`src/rtl/imem_loader_pkg.sv`:
```
// Shared types and constants for the instruction-memory boot loader.
// Contents: FSM state enum, default frame sync marker, packer byte-index type,
//           and the frame length legality check.
package imem_loader_pkg;

  typedef enum logic [2:0] {
    ST_IDLE,
    ST_LEN,
    ST_DATA,
    ST_CSUM,
    ST_RELEASE,
    ST_RUN
  } state_t;

  localparam logic [7:0] SYNC_BYTE_DEF = 8'hA5;

  // Index of the next byte within a 32-bit word (0 = MSB).
  typedef logic [1:0] byte_cnt_t;

  // A frame must carry at least one word and no more than the memory depth.
  function automatic logic len_ok(input logic [7:0] len, input int addr_w);
    return (len != 8'd0) && (int'(len) <= (1 << addr_w));
  endfunction

endpackage

```
`src/rtl/imem_loader_if.sv`:
```
// Byte-stream input and instruction-memory write port of the boot loader.
// slave  : loader side (consumes the stream, drives the memory write port).
// master : stream source / memory side (drives the stream, observes writes).
interface imem_loader_if #(
  parameter int ADDR_W = 5
);
  logic [7:0]        in_data;
  logic              in_valid;
  logic              in_ready;
  logic              imem_we;
  logic [ADDR_W-1:0] imem_addr;
  logic [31:0]       imem_wdata;

  modport master (
    output in_data, in_valid,
    input  in_ready, imem_we, imem_addr, imem_wdata
  );

  modport slave (
    input  in_data, in_valid,
    output in_ready, imem_we, imem_addr, imem_wdata
  );
endinterface

```
`src/rtl/imem_byte_packer.sv`:
```
// Assembles big-endian 32-bit words from bytes, MSB first.
// Ports: clk/RST (async active-high), clr (sync clear), shift + byte_in (one byte),
//        word_valid (one-cycle pulse the cycle after the 4th byte), word (assembled word).
module imem_byte_packer
  import imem_loader_pkg::*;
(
  input  logic        clk,
  input  logic        RST,
  input  logic        clr,
  input  logic        shift,
  input  logic [7:0]  byte_in,
  output logic        word_valid,
  output logic [31:0] word
);

  byte_cnt_t idx;

  // The shift register doubles as the output word: it holds the complete word
  // exactly during the word_valid cycle, which is the only time it is consumed.
  always_ff @(posedge clk or posedge RST) begin
    if (RST) begin
      idx        <= '0;
      word       <= '0;
      word_valid <= 1'b0;
    end else if (clr) begin
      idx        <= '0;
      word       <= '0;
      word_valid <= 1'b0;
    end else begin
      word_valid <= 1'b0;
      if (shift) begin
        word       <= {word[23:0], byte_in};
        idx        <= idx + 1'b1;
        word_valid <= (idx == 2'd3);
      end
    end
  end

endmodule

```
`src/rtl/imem_loader.sv`:
```
// Boot loader: framed byte stream -> instruction memory writes, checksum check,
// then releases the CPU from reset RST_HOLD cycles after a good frame.
// Ports: clk/RST (async active-high), bus (stream in + imem write port),
//        cpu_rstn (CPU reset, low = held), busy (frame in progress), done (CPU running), err (sticky).
module imem_loader
  import imem_loader_pkg::*;
#(
  parameter int         ADDR_W    = 5,            // must be <= 7 (LEN byte holds 2**ADDR_W)
  parameter logic [7:0] SYNC_BYTE = SYNC_BYTE_DEF,
  parameter int         RST_HOLD  = 4             // must be >= 1
) (
  input  logic            clk,
  input  logic            RST,
  imem_loader_if.slave    bus,
  output logic            cpu_rstn,
  output logic            busy,
  output logic            done,
  output logic            err
);

  localparam int HOLD_W = $clog2(RST_HOLD + 1);

  state_t state, state_n;

  logic [ADDR_W:0]   wcnt;      // words still to be written; one bit wider so 2**ADDR_W fits
  logic [ADDR_W-1:0] addr;
  logic [7:0]        xor_acc;
  logic [HOLD_W-1:0] hold_cnt;

  logic        accept;
  logic        is_sync;
  logic        last_wr;
  logic        csum_ok;
  logic        hold_done;
  logic        word_valid;
  logic [31:0] word;

  logic pk_clr, pk_shift, len_load, err_set, err_clr;

  assign bus.in_ready = (state != ST_RELEASE);
  assign accept       = bus.in_valid && bus.in_ready;
  assign is_sync      = (bus.in_data == SYNC_BYTE);
  // Write cycle of the final word: every data byte is in, so a byte accepted
  // in this same cycle (full-rate stream) is already the checksum.
  assign last_wr      = word_valid && (wcnt == (ADDR_W + 1)'(1));
  assign csum_ok      = (bus.in_data == xor_acc);
  assign hold_done    = (hold_cnt == HOLD_W'(RST_HOLD - 1));

  imem_byte_packer u_packer (
    .clk        (clk),
    .RST        (RST),
    .clr        (pk_clr),
    .shift      (pk_shift),
    .byte_in    (bus.in_data),
    .word_valid (word_valid),
    .word       (word)
  );

  always_ff @(posedge clk or posedge RST) begin
    if (RST) state <= ST_IDLE;
    else     state <= state_n;
  end

  always_comb begin
    state_n  = state;
    pk_clr   = 1'b0;
    pk_shift = 1'b0;
    len_load = 1'b0;
    err_set  = 1'b0;
    err_clr  = 1'b0;
    unique case (state)
      ST_IDLE, ST_RUN: begin
        if (accept && is_sync) begin
          state_n = ST_LEN;
          pk_clr  = 1'b1;
          err_clr = 1'b1;
        end
      end
      ST_LEN: begin
        if (accept) begin
          if (len_ok(bus.in_data, ADDR_W)) begin
            state_n  = ST_DATA;
            len_load = 1'b1;
          end else begin
            state_n = ST_IDLE;
            err_set = 1'b1;
          end
        end
      end
      ST_DATA: begin
        if (last_wr) begin
          if (!accept) begin
            state_n = ST_CSUM;
          end else if (csum_ok) begin
            state_n = ST_RELEASE;
          end else begin
            state_n = ST_IDLE;
            err_set = 1'b1;
          end
        end else if (accept) begin
          pk_shift = 1'b1;
        end
      end
      ST_CSUM: begin
        if (accept) begin
          if (csum_ok) begin
            state_n = ST_RELEASE;
          end else begin
            state_n = ST_IDLE;
            err_set = 1'b1;
          end
        end
      end
      ST_RELEASE: begin
        if (hold_done) state_n = ST_RUN;
      end
      default: state_n = ST_IDLE;
    endcase
  end

  always_ff @(posedge clk or posedge RST) begin
    if (RST) begin
      wcnt     <= '0;
      addr     <= '0;
      xor_acc  <= '0;
      hold_cnt <= '0;
      err      <= 1'b0;
    end else begin
      if (pk_clr)        xor_acc <= '0;
      else if (pk_shift) xor_acc <= xor_acc ^ bus.in_data;

      // Address advances in the cycle after each write and wraps after 2**ADDR_W-1.
      if (len_load) begin
        wcnt <= bus.in_data[ADDR_W:0];
        addr <= '0;
      end else if (state == ST_DATA && word_valid) begin
        wcnt <= wcnt - 1'b1;
        addr <= addr + 1'b1;
      end

      if (state == ST_RELEASE) hold_cnt <= hold_cnt + 1'b1;
      else                     hold_cnt <= '0;

      if (err_set)      err <= 1'b1;
      else if (err_clr) err <= 1'b0;
    end
  end

  assign bus.imem_we    = word_valid && (state == ST_DATA);
  assign bus.imem_addr  = addr;
  assign bus.imem_wdata = word;

  assign busy     = (state == ST_LEN) || (state == ST_DATA) ||
                    (state == ST_CSUM) || (state == ST_RELEASE);
  assign done     = (state == ST_RUN);
  assign cpu_rstn = (state == ST_RUN);

endmodule

```
`src/flat_wrapper.sv`:
```
// flat-port wrapper written by rule: the top's interface ports become plain ports
module imem_loader_flat import imem_loader_pkg::*;
#(
  parameter int         ADDR_W    = 5,                                                      
  parameter logic [7:0] SYNC_BYTE = SYNC_BYTE_DEF,
  parameter int         RST_HOLD  = 4                            
)
  (clk, RST, cpu_rstn, busy, done, err, bus_in_data, bus_in_valid, bus_in_ready, bus_imem_we, bus_imem_addr, bus_imem_wdata);
  imem_loader_if #(.ADDR_W(ADDR_W)) bus_i ();
  input  logic clk;
  input  logic RST;
  output logic cpu_rstn;
  output logic busy;
  output logic done;
  output logic err;
  input wire logic [$bits(bus_i.in_data)-1:0] bus_in_data;
  input wire logic [$bits(bus_i.in_valid)-1:0] bus_in_valid;
  output wire logic [$bits(bus_i.in_ready)-1:0] bus_in_ready;
  output wire logic [$bits(bus_i.imem_we)-1:0] bus_imem_we;
  output wire logic [$bits(bus_i.imem_addr)-1:0] bus_imem_addr;
  output wire logic [$bits(bus_i.imem_wdata)-1:0] bus_imem_wdata;
  assign bus_i.in_data = bus_in_data;
  assign bus_i.in_valid = bus_in_valid;
  assign bus_in_ready = bus_i.in_ready;
  assign bus_imem_we = bus_i.imem_we;
  assign bus_imem_addr = bus_i.imem_addr;
  assign bus_imem_wdata = bus_i.imem_wdata;
  imem_loader #(.ADDR_W(ADDR_W), .SYNC_BYTE(SYNC_BYTE), .RST_HOLD(RST_HOLD)) u_core (.clk(clk), .RST(RST), .bus(bus_i), .cpu_rstn(cpu_rstn), .busy(busy), .done(done), .err(err));
endmodule
```
`config.mk`:
```
export PLATFORM = sky130hd
export DESIGN_NAME = imem_loader_flat
export DESIGN_NICKNAME = d
export VERILOG_FILES = /design/src/rtl/imem_loader_pkg.sv /design/src/rtl/imem_loader_if.sv /design/src/rtl/imem_byte_packer.sv /design/src/rtl/imem_loader.sv /design/src/flat_wrapper.sv
export SDC_FILE = /design/constraint.sdc
export NUM_CORES = 1
export LEC_CHECK = 0
export BUFFER_PORTS_ARGS = -buffer_cell sky130_fd_sc_hd__buf_2
export CAP_MARGIN = 0
export CORE_UTILIZATION = 54
export DETAILED_ROUTE_END_ITERATION = 8
export GPL_TIMING_DRIVEN = 0
export PLACE_DENSITY = 0.79
export SYNTH_ARGS = -nofsm -noshare
export SYNTH_HDL_FRONTEND = slang
export SYNTH_HIERARCHICAL = 1
export SYNTH_SLANG_ARGS = --single-unit
```
`constraint.sdc`:
```
create_clock -name clk -period 3.5 [get_ports clk]
set_clock_uncertainty 0.05 [all_clocks]
set_input_delay 0.35 -clock clk [delete_from_list [all_inputs] [get_ports clk]]
set_output_delay 0.35 -clock clk [all_outputs]
set_load 0.02 [all_outputs]
```
==> run summary, run 1 <==
• completed — outcome
• 0.252 ns — worst hold slack after final layout
• 61 — flip-flop and latch count after synthesis
• sky130_fd_sc_hd__clkbuf_8 — root buffer selected by CTS
• 0.000539 V — VDD IR max
• built — clock tree from TritonCTS
• 0.237 — total routing usage reported by global routing
• 10 — maximum fanout count along the critical path
• 0.34 ns — insertion delay to the later sink of the worst-skew pair
• 0 — final setup violation count
• 6 — number of warning messages in the yosys log
• sky130_fd_sc_hd__dfrtp_1 — largest area contributor in the synthesized netlist
• 0 — Remaining DRCs
• 0.503 — sequential-to-total area share from yosys stat
• 77.0 um — vertical die dimension
• 0.321 — Max-slew headroom
• 295 — Mapped Nets
• 191 — count of routing violations after the opening detailed-route iteration
• 361 — Final #Nets
• 46 — number of distinct standard cells referenced by the synthesized netlist
• 0 — initial antenna violation count
• 54 — number of primary I/O pins
• register to register — crit path kind
• 0 — Remaining Overflow, GRT
• no — unrepaired setup endpoints after global routing
• 1.02 ns — Worst Tran Pin Value
• 1.63 nW — cell leakage power
• 3.67 ns — Critical Path RT
• 2296 — number of global-route vias before repair
• 0 — Final Hold Vio Count
• 0.819 — routability congestion estimate from global placement
• 0.576 — Starting Density
• 4 — detailed-routing iteration count for the pre-antenna-repair pass
• 0 — Diodes inserted
• 0 ns — Setup TNS
• 2262 — via count
• register — startpoint types
• register — kind of end point of the critical path
• 0.00339 mm2 — placed standard-cell area
• 0 — number of max-capacitance violations reported
• 15.1 um — Routed wire per std cell
• 0.710 — period utilization
• 9 — clock buffer count from CTS
• 26 — Placement Rows
• 0.00304 mm2 — netlist area before placement
• sky130_fd_sc_hd__dfrtp_1 (50%), sky130_fd_sc_hd__mux2i_1 (11%), sky130_fd_sc_hd__nor2_1 (6.1%) — largest cells by area after synthesis
• 8 — number of cells on the worst reg-to-reg path
• 278 — Syn Inst Count
• 0 — post-CTS setup-driven buffer insertion count
• 19.2% — relative area change from synthesis to final layout
• 0.00527 mm2 — placeable core region
• 0.07 ns — clock transition at the registers of the reported paths
• 402 MHz — highest attainable clock frequency
• 6310 um — total wirelength of the detailed-routed design
• 0.275 — share of post-route cells with drive strength above 1
• 53 — IO buf count
• 3.11 mW — Power Total
• 0 — post-route ant nets
• 0 — fin. max-slew vios
• 61 — number of sinks handled by clock tree synthesis
• 0.00593 mm2 — DIE AREA
• 11000 um — global-route wire length before repair
• 0.687 — share of the core filled with cells
• 0 — CTS-repair resized insts
• 4590 um — HPWL reported at the end of detailed placement
• 77.0 um — x dimension of the die
• 3 — total number of H-tree levels
• 858 mW/mm2 — Power Dens Cells
• 2 — maximum buffer depth of the clock tree
• 5.40 — Via-to-Cell Ratio
• 0 — Hold-fix buffers, CTS
• input pin to register — type of the tightest min-delay check
• 2.48 ns — post-layout min period
• 36 — largest net degree at the start of global routing
• 0.00362 mm2 — post-route cell area
• 3 — cell count of the worst hold path
• 0.503 — fraction of synthesized cell area taken by the top area cell type
• 2.65 ns — Arr. time, crit path
• 10.9 um2 — mean post-synth cell area
[final timing paths]
kind / start / to / slack [ns]
setup reg to reg: u_core/wcnt[2] / u_core/u_packer/word[20] / 1.02
hold / removal: bus_in_data[0] / u_core/u_packer/word[0] / 0.25
setup / recovery: u_core/wcnt[2] / u_core/u_packer/word[20] / 1.02
min in group asynchronous: RST / u_core/u_packer/word[8] / 0.42
hold reg to reg: u_core/hold_cnt[0] / u_core/hold_cnt[0] / 0.42
max in group asynchronous: RST / u_core/xor_acc[4] / 2.01
[stage by stage]
step	setup slack, ns	instances
2_1_floorplan	1.30	278
4_1_cts	1.05	417
5_1_grt	0.817	419
3_3_place_gp	0.863	401
6_report	1.02	419
3_5_place_dp	0.834	401
[per-layer routing]
metal  track usage  vias up  part of all wire
li1              -     1096                 -
met1         0.323     1099              0.47
met2         0.364       58              0.48
met3        0.0476        9             0.041
met4         0.108        0             0.015
met5             0        -                 0
[power breakdown]
group,internal (mW),leakage (nW),switching (mW)
Combinational,0.520,0.798,0.727
Clock,0.330,0.0954,0.288
Sequential,1.01,0.741,0.233
[worst max-delay path, cell delays in order, from the launching register on]
cell	delay, ns
sky130_fd_sc_hd__dfrtp_1	0.42
sky130_fd_sc_hd__nor3_1	0.57
sky130_fd_sc_hd__a21o_1	0.29
sky130_fd_sc_hd__clkbuf_1	0.37
sky130_fd_sc_hd__nor2_1	0.12
sky130_fd_sc_hd__buf_6	0.18
sky130_fd_sc_hd__buf_12	0.16
sky130_fd_sc_hd__mux2i_1	0.16
sky130_fd_sc_hd__nor2_1	0.06
[state kept, by name (all words and copies together), names as in the netlist]
register,count
u_core/u_packer/word,32
u_core/xor_acc,8
u_core/wcnt,6
u_core/bus.imem_addr,5
u_core/hold_cnt,3
u_core/state,3
u_core/u_packer/idx,2
u_core/err,1
u_core/u_packer/word_valid,1
[final cells by class]
type                       count  area, um2
buffer                        18        146
clock buffer                   9        124
clock inverter                 7       76.3
fill                         431       1650
inverter                      11       41.3
multi-input combinational    188       1320
sequential                    61       1530
tap                           70       87.6
timing repair buffer          55        295
[cell usage in the layout, fill, tap and decap left out, types with 3 or more instances in the layout]
master	instances
sky130_fd_sc_hd__xnor2_1	17
sky130_fd_sc_hd__a2111oi_0	3
sky130_fd_sc_hd__nor2_1	49
sky130_fd_sc_hd__o21ai_0	7
sky130_fd_sc_hd__ha_1	6
sky130_fd_sc_hd__clkinv_4	3
sky130_fd_sc_hd__xor2_1	4
sky130_fd_sc_hd__clkbuf_8	9
sky130_fd_sc_hd__mux2i_1	34
sky130_fd_sc_hd__a21oi_1	8
sky130_fd_sc_hd__mux2_2	4
sky130_fd_sc_hd__clkbuf_1	5
sky130_fd_sc_hd__or3_1	6
sky130_fd_sc_hd__buf_2	59
sky130_fd_sc_hd__buf_12	4
sky130_fd_sc_hd__nand2_1	5
sky130_fd_sc_hd__nor3_1	4
sky130_fd_sc_hd__dfrtp_1	61
sky130_fd_sc_hd__inv_1	10
sky130_fd_sc_hd__nand4_1	5
sky130_fd_sc_hd__nand3_1	8
[cell families after synthesis]
logic type	share of synthesized area
and+or+nand+nor	0.156
muxes	0.127
xor gates and xnor gates	0.0606
adders and majority gates	0.0247
DFF	0.503
AOI/OAI and AO/OA	0.0672
buffers and inverters	0.0618
[cells in the mapped netlist (all sizes together)]
cell type and count:
or3 7, inv 11, nor4b 1, nand3b 2
o21bai 1, mux2i 34, o211ai 2, o31a 1
buf 13, o31ai 1, and3b 1, o21ai 7
nor3 6, xnor2 17, nand4bb 1, nand4 5
nand3 8, nand2 5, nor2 50, and3 1
a31oi 1, or2 1, or4 1, a21o 1
nor2b 1, a22o 1, a22oi 1, xor2 4
nor4 2, a21oi 8, clkbuf 5, o2111ai 1
a2111oi 3, ha 6, o221ai 2, dfrtp 61
and4bb 1, mux2 4
No activity file was read; power rests on OpenSTA's default activity.
==> run 2, diff against run 1 <==
- CORE_UTILIZATION: 54 -> 50
- PLACE_DENSITY: 0.79 -> 0.77
- clock period: 3.5 -> 2.1 ns (I/O delays scaled with it)
==> run summary, run 2 (same netlist as run 1, synthesis figures left out) <==
• completed — outcome
• 32 — number of flip-flops in the largest register
• 0 — Remaining DRCs
• sky130_fd_sc_hd__buf_6 — most frequent cell on the critical path
• 3 — cell count of the worst hold path
• 79.9 um — vertical die dimension
• 0 — post-route ant nets
• 0 — number of max-capacitance violations reported
• 366 — Final #Nets
• register to register — crit path kind
• 9 — clock buffer count from CTS
• 0.108 ns — worst hold slack after final layout
• -0.427 ns — worst slack after detailed placement
• 15.6 um — Routed wire per std cell
• 0 — Final Hold Vio Count
• 0 — Diodes inserted
• 0.332 — Max-slew headroom
• 2.16 ns — Arr. time, crit path
• 0.06 ns — clock transition at the registers of the reported paths
• 2224 — number of global-route vias before repair
• 0.300 — share of post-route cells with drive strength above 1
• 10 — maximum fanout count along the critical path
• 469 — fill cell instance count of the final layout
• 3 — total number of H-tree levels
• 0 — Remaining Overflow, GRT
• 53 — IO buf count
• u_core/state[1] — critical register-to-register path startpoint
• 0.00639 mm2 — DIE AREA
• 1.69 nW — cell leakage power
• input pin to register — type of the tightest min-delay check
• 22.8% — relative area change from synthesis to final layout
• 0.516 — Starting Density
• 2333 — via count
• 0.33 ns — insertion delay to the later sink of the worst-skew pair
• 0 — initial antenna violation count
• sky130_fd_sc_hd__dfrtp_1 (61), sky130_fd_sc_hd__buf_2 (59), sky130_fd_sc_hd__nor2_1 (49) — most used cells in the layout excluding fill and tap cells
• 6 — number of cells on the worst reg-to-reg path
• 1.00 ns — Worst Tran Pin Value
• 10800 um — global-route wire length before repair
• sky130_fd_sc_hd__clkbuf_8 — root buffer selected by CTS
• 0.839 — routability congestion estimate from global placement
• 0.102 ns — setup slack of the critical path after layout
• 4 — detailed-routing iteration count for the pre-antenna-repair pass
• u_core/u_packer/word[2] — end point of the most critical hold path
• 4630 um — HPWL reported at the end of detailed placement
• 61 — number of sinks handled by clock tree synthesis
• 211 — count of routing violations after the opening detailed-route iteration
• yes — unrepaired setup endpoints after global routing
• 79.9 um — x dimension of the die
• 0 ns — Setup TNS
• u_core/u_packer/word — largest register by flop count
• 0.10 ns — R2R setup slack
• 5.45 — Via-to-Cell Ratio
• sky130_fd_sc_hd__or3_4 — Crit-path slowest cell
• 500 MHz — highest attainable clock frequency
• 0 — final setup violation count
• 0.40 ns — delay of the slowest cell on the worst path
• 1460 mW/mm2 — Power Dens Cells
• 28 — Placement Rows
• u_core/wcnt[0] — worst flop-to-flop path endpoint
• 2.00 ns — post-layout min period
• built — clock tree from TritonCTS
• 2.26 ns — Critical Path RT
• bus_in_data[2] — worst hold path startpoint
• sky130_fd_sc_hd__dfrtp_1 — most common library cell in the layout ignoring fill and taps
• 0 — fin. max-slew vios
• register — kind of end point of the critical path
• 54 — number of primary I/O pins
• 0.00589 mm2 — placeable core region
• 0.000762 V — VDD IR max
• u_core/u_packer/word x32, u_core/xor_acc x8, u_core/wcnt x6 — registers with the most flip-flops
• 6700 um — total wirelength of the detailed-routed design
• buf_6, nand4bb_1, or3_4, nor3_4, buf_6, mux2_2 — cell-by-cell listing of the critical path
• 0.223 — total routing usage reported by global routing
• 36 — largest net degree at the start of global routing
• 0.952 — period utilization
• 2 — maximum buffer depth of the clock tree
• register — startpoint types
run 2: cell count changes in the layout (fill, tap and decap cells not counted), sizes merged:
| cell | previous run | this run |
|---|---|---|
| buf | 67 | 73 |
| bufinv | 1 | 3 |
| clkinv | 5 | 3 |
| clkinvlp | 2 | 0 |
run 2: layout make-up:
cell class / count / area, um2 / share of cell area
tap: 75 / 93.8 / 0.0252
inverter: 11 / 41.3 / 0.0111
buffer: 17 / 149 / 0.0399
clock inverter: 5 / 100 / 0.0268
clock buffer: 10 / 128 / 0.0342
sequential: 61 / 1530 / 0.409
multi-input combinational: 188 / 1350 / 0.362
timing repair buffer: 61 / 340 / 0.0913
run 2: what timing repair did:
action | in CTS | in global routing
pin swaps | 1 | 1
resized for setup | 3 | 8
endpoints found under the setup margin | 37 | 33
hold buffers | 0 | 1
buffers inserted | 1 | 5
hold endpoints to repair | 0 | 8
run 2: where the power goes:
part	total [mW]	switching, mW	internal, mW	leakage (nW)
logic	2.13	1.24	0.898	0.837
clock network	1.22	0.439	0.778	0.116
registers	2.09	0.404	1.68	0.741
run 2: metal layers:
layer | part of all wire | wire, um | vias to the layer above | track usage
li1 | - | - | 1105 | -
met1 | 0.45 | 2990 | 1152 | 0.300
met2 | 0.50 | 3350 | 62 | 0.345
met3 | 0.036 | 239 | 14 | 0.0434
met4 | 0.017 | 114 | 0 | 0.109
met5 | 0 | 0 | - | 0
run 2: worst max path at each step:
stage / slack [ns] / endpoint / from
floorplan: 0.04 / u_core/u_packer/idx[1] / bus_in_data[1]
global placement: -0.40 / u_core/u_packer/word[0] / bus_in_data[1]
detailed placement: -0.43 / u_core/u_packer/word[16] / bus_in_data[1]
CTS: 0.02 / u_core/wcnt[1] / u_core/state[1]
global route: -0.008 / u_core/wcnt[1] / u_core/state[1]
finish: 0.10 / u_core/wcnt[0] / u_core/state[1]
run 2: critical path: cells and delay by family (launching register included):
kind,cells,cell delay [ns]
flip-flops,1,0.37
AND/OR/NAND/NOR,3,0.81
multiplexers,1,0.33
buffers and inverters,2,0.31
run 2: through the flow:
stage                     std cells  area [um2]  total power, mW  utilization
after CTS                       421        3640             5.42        0.618
after detailed placement        406        3400             4.18        0.577
after floorplan                 278        3040             3.52            -
final                           428        3730             5.44        0.634
after global routing            428        3730             5.78        0.634
after global placement          406        3400             4.08        0.577
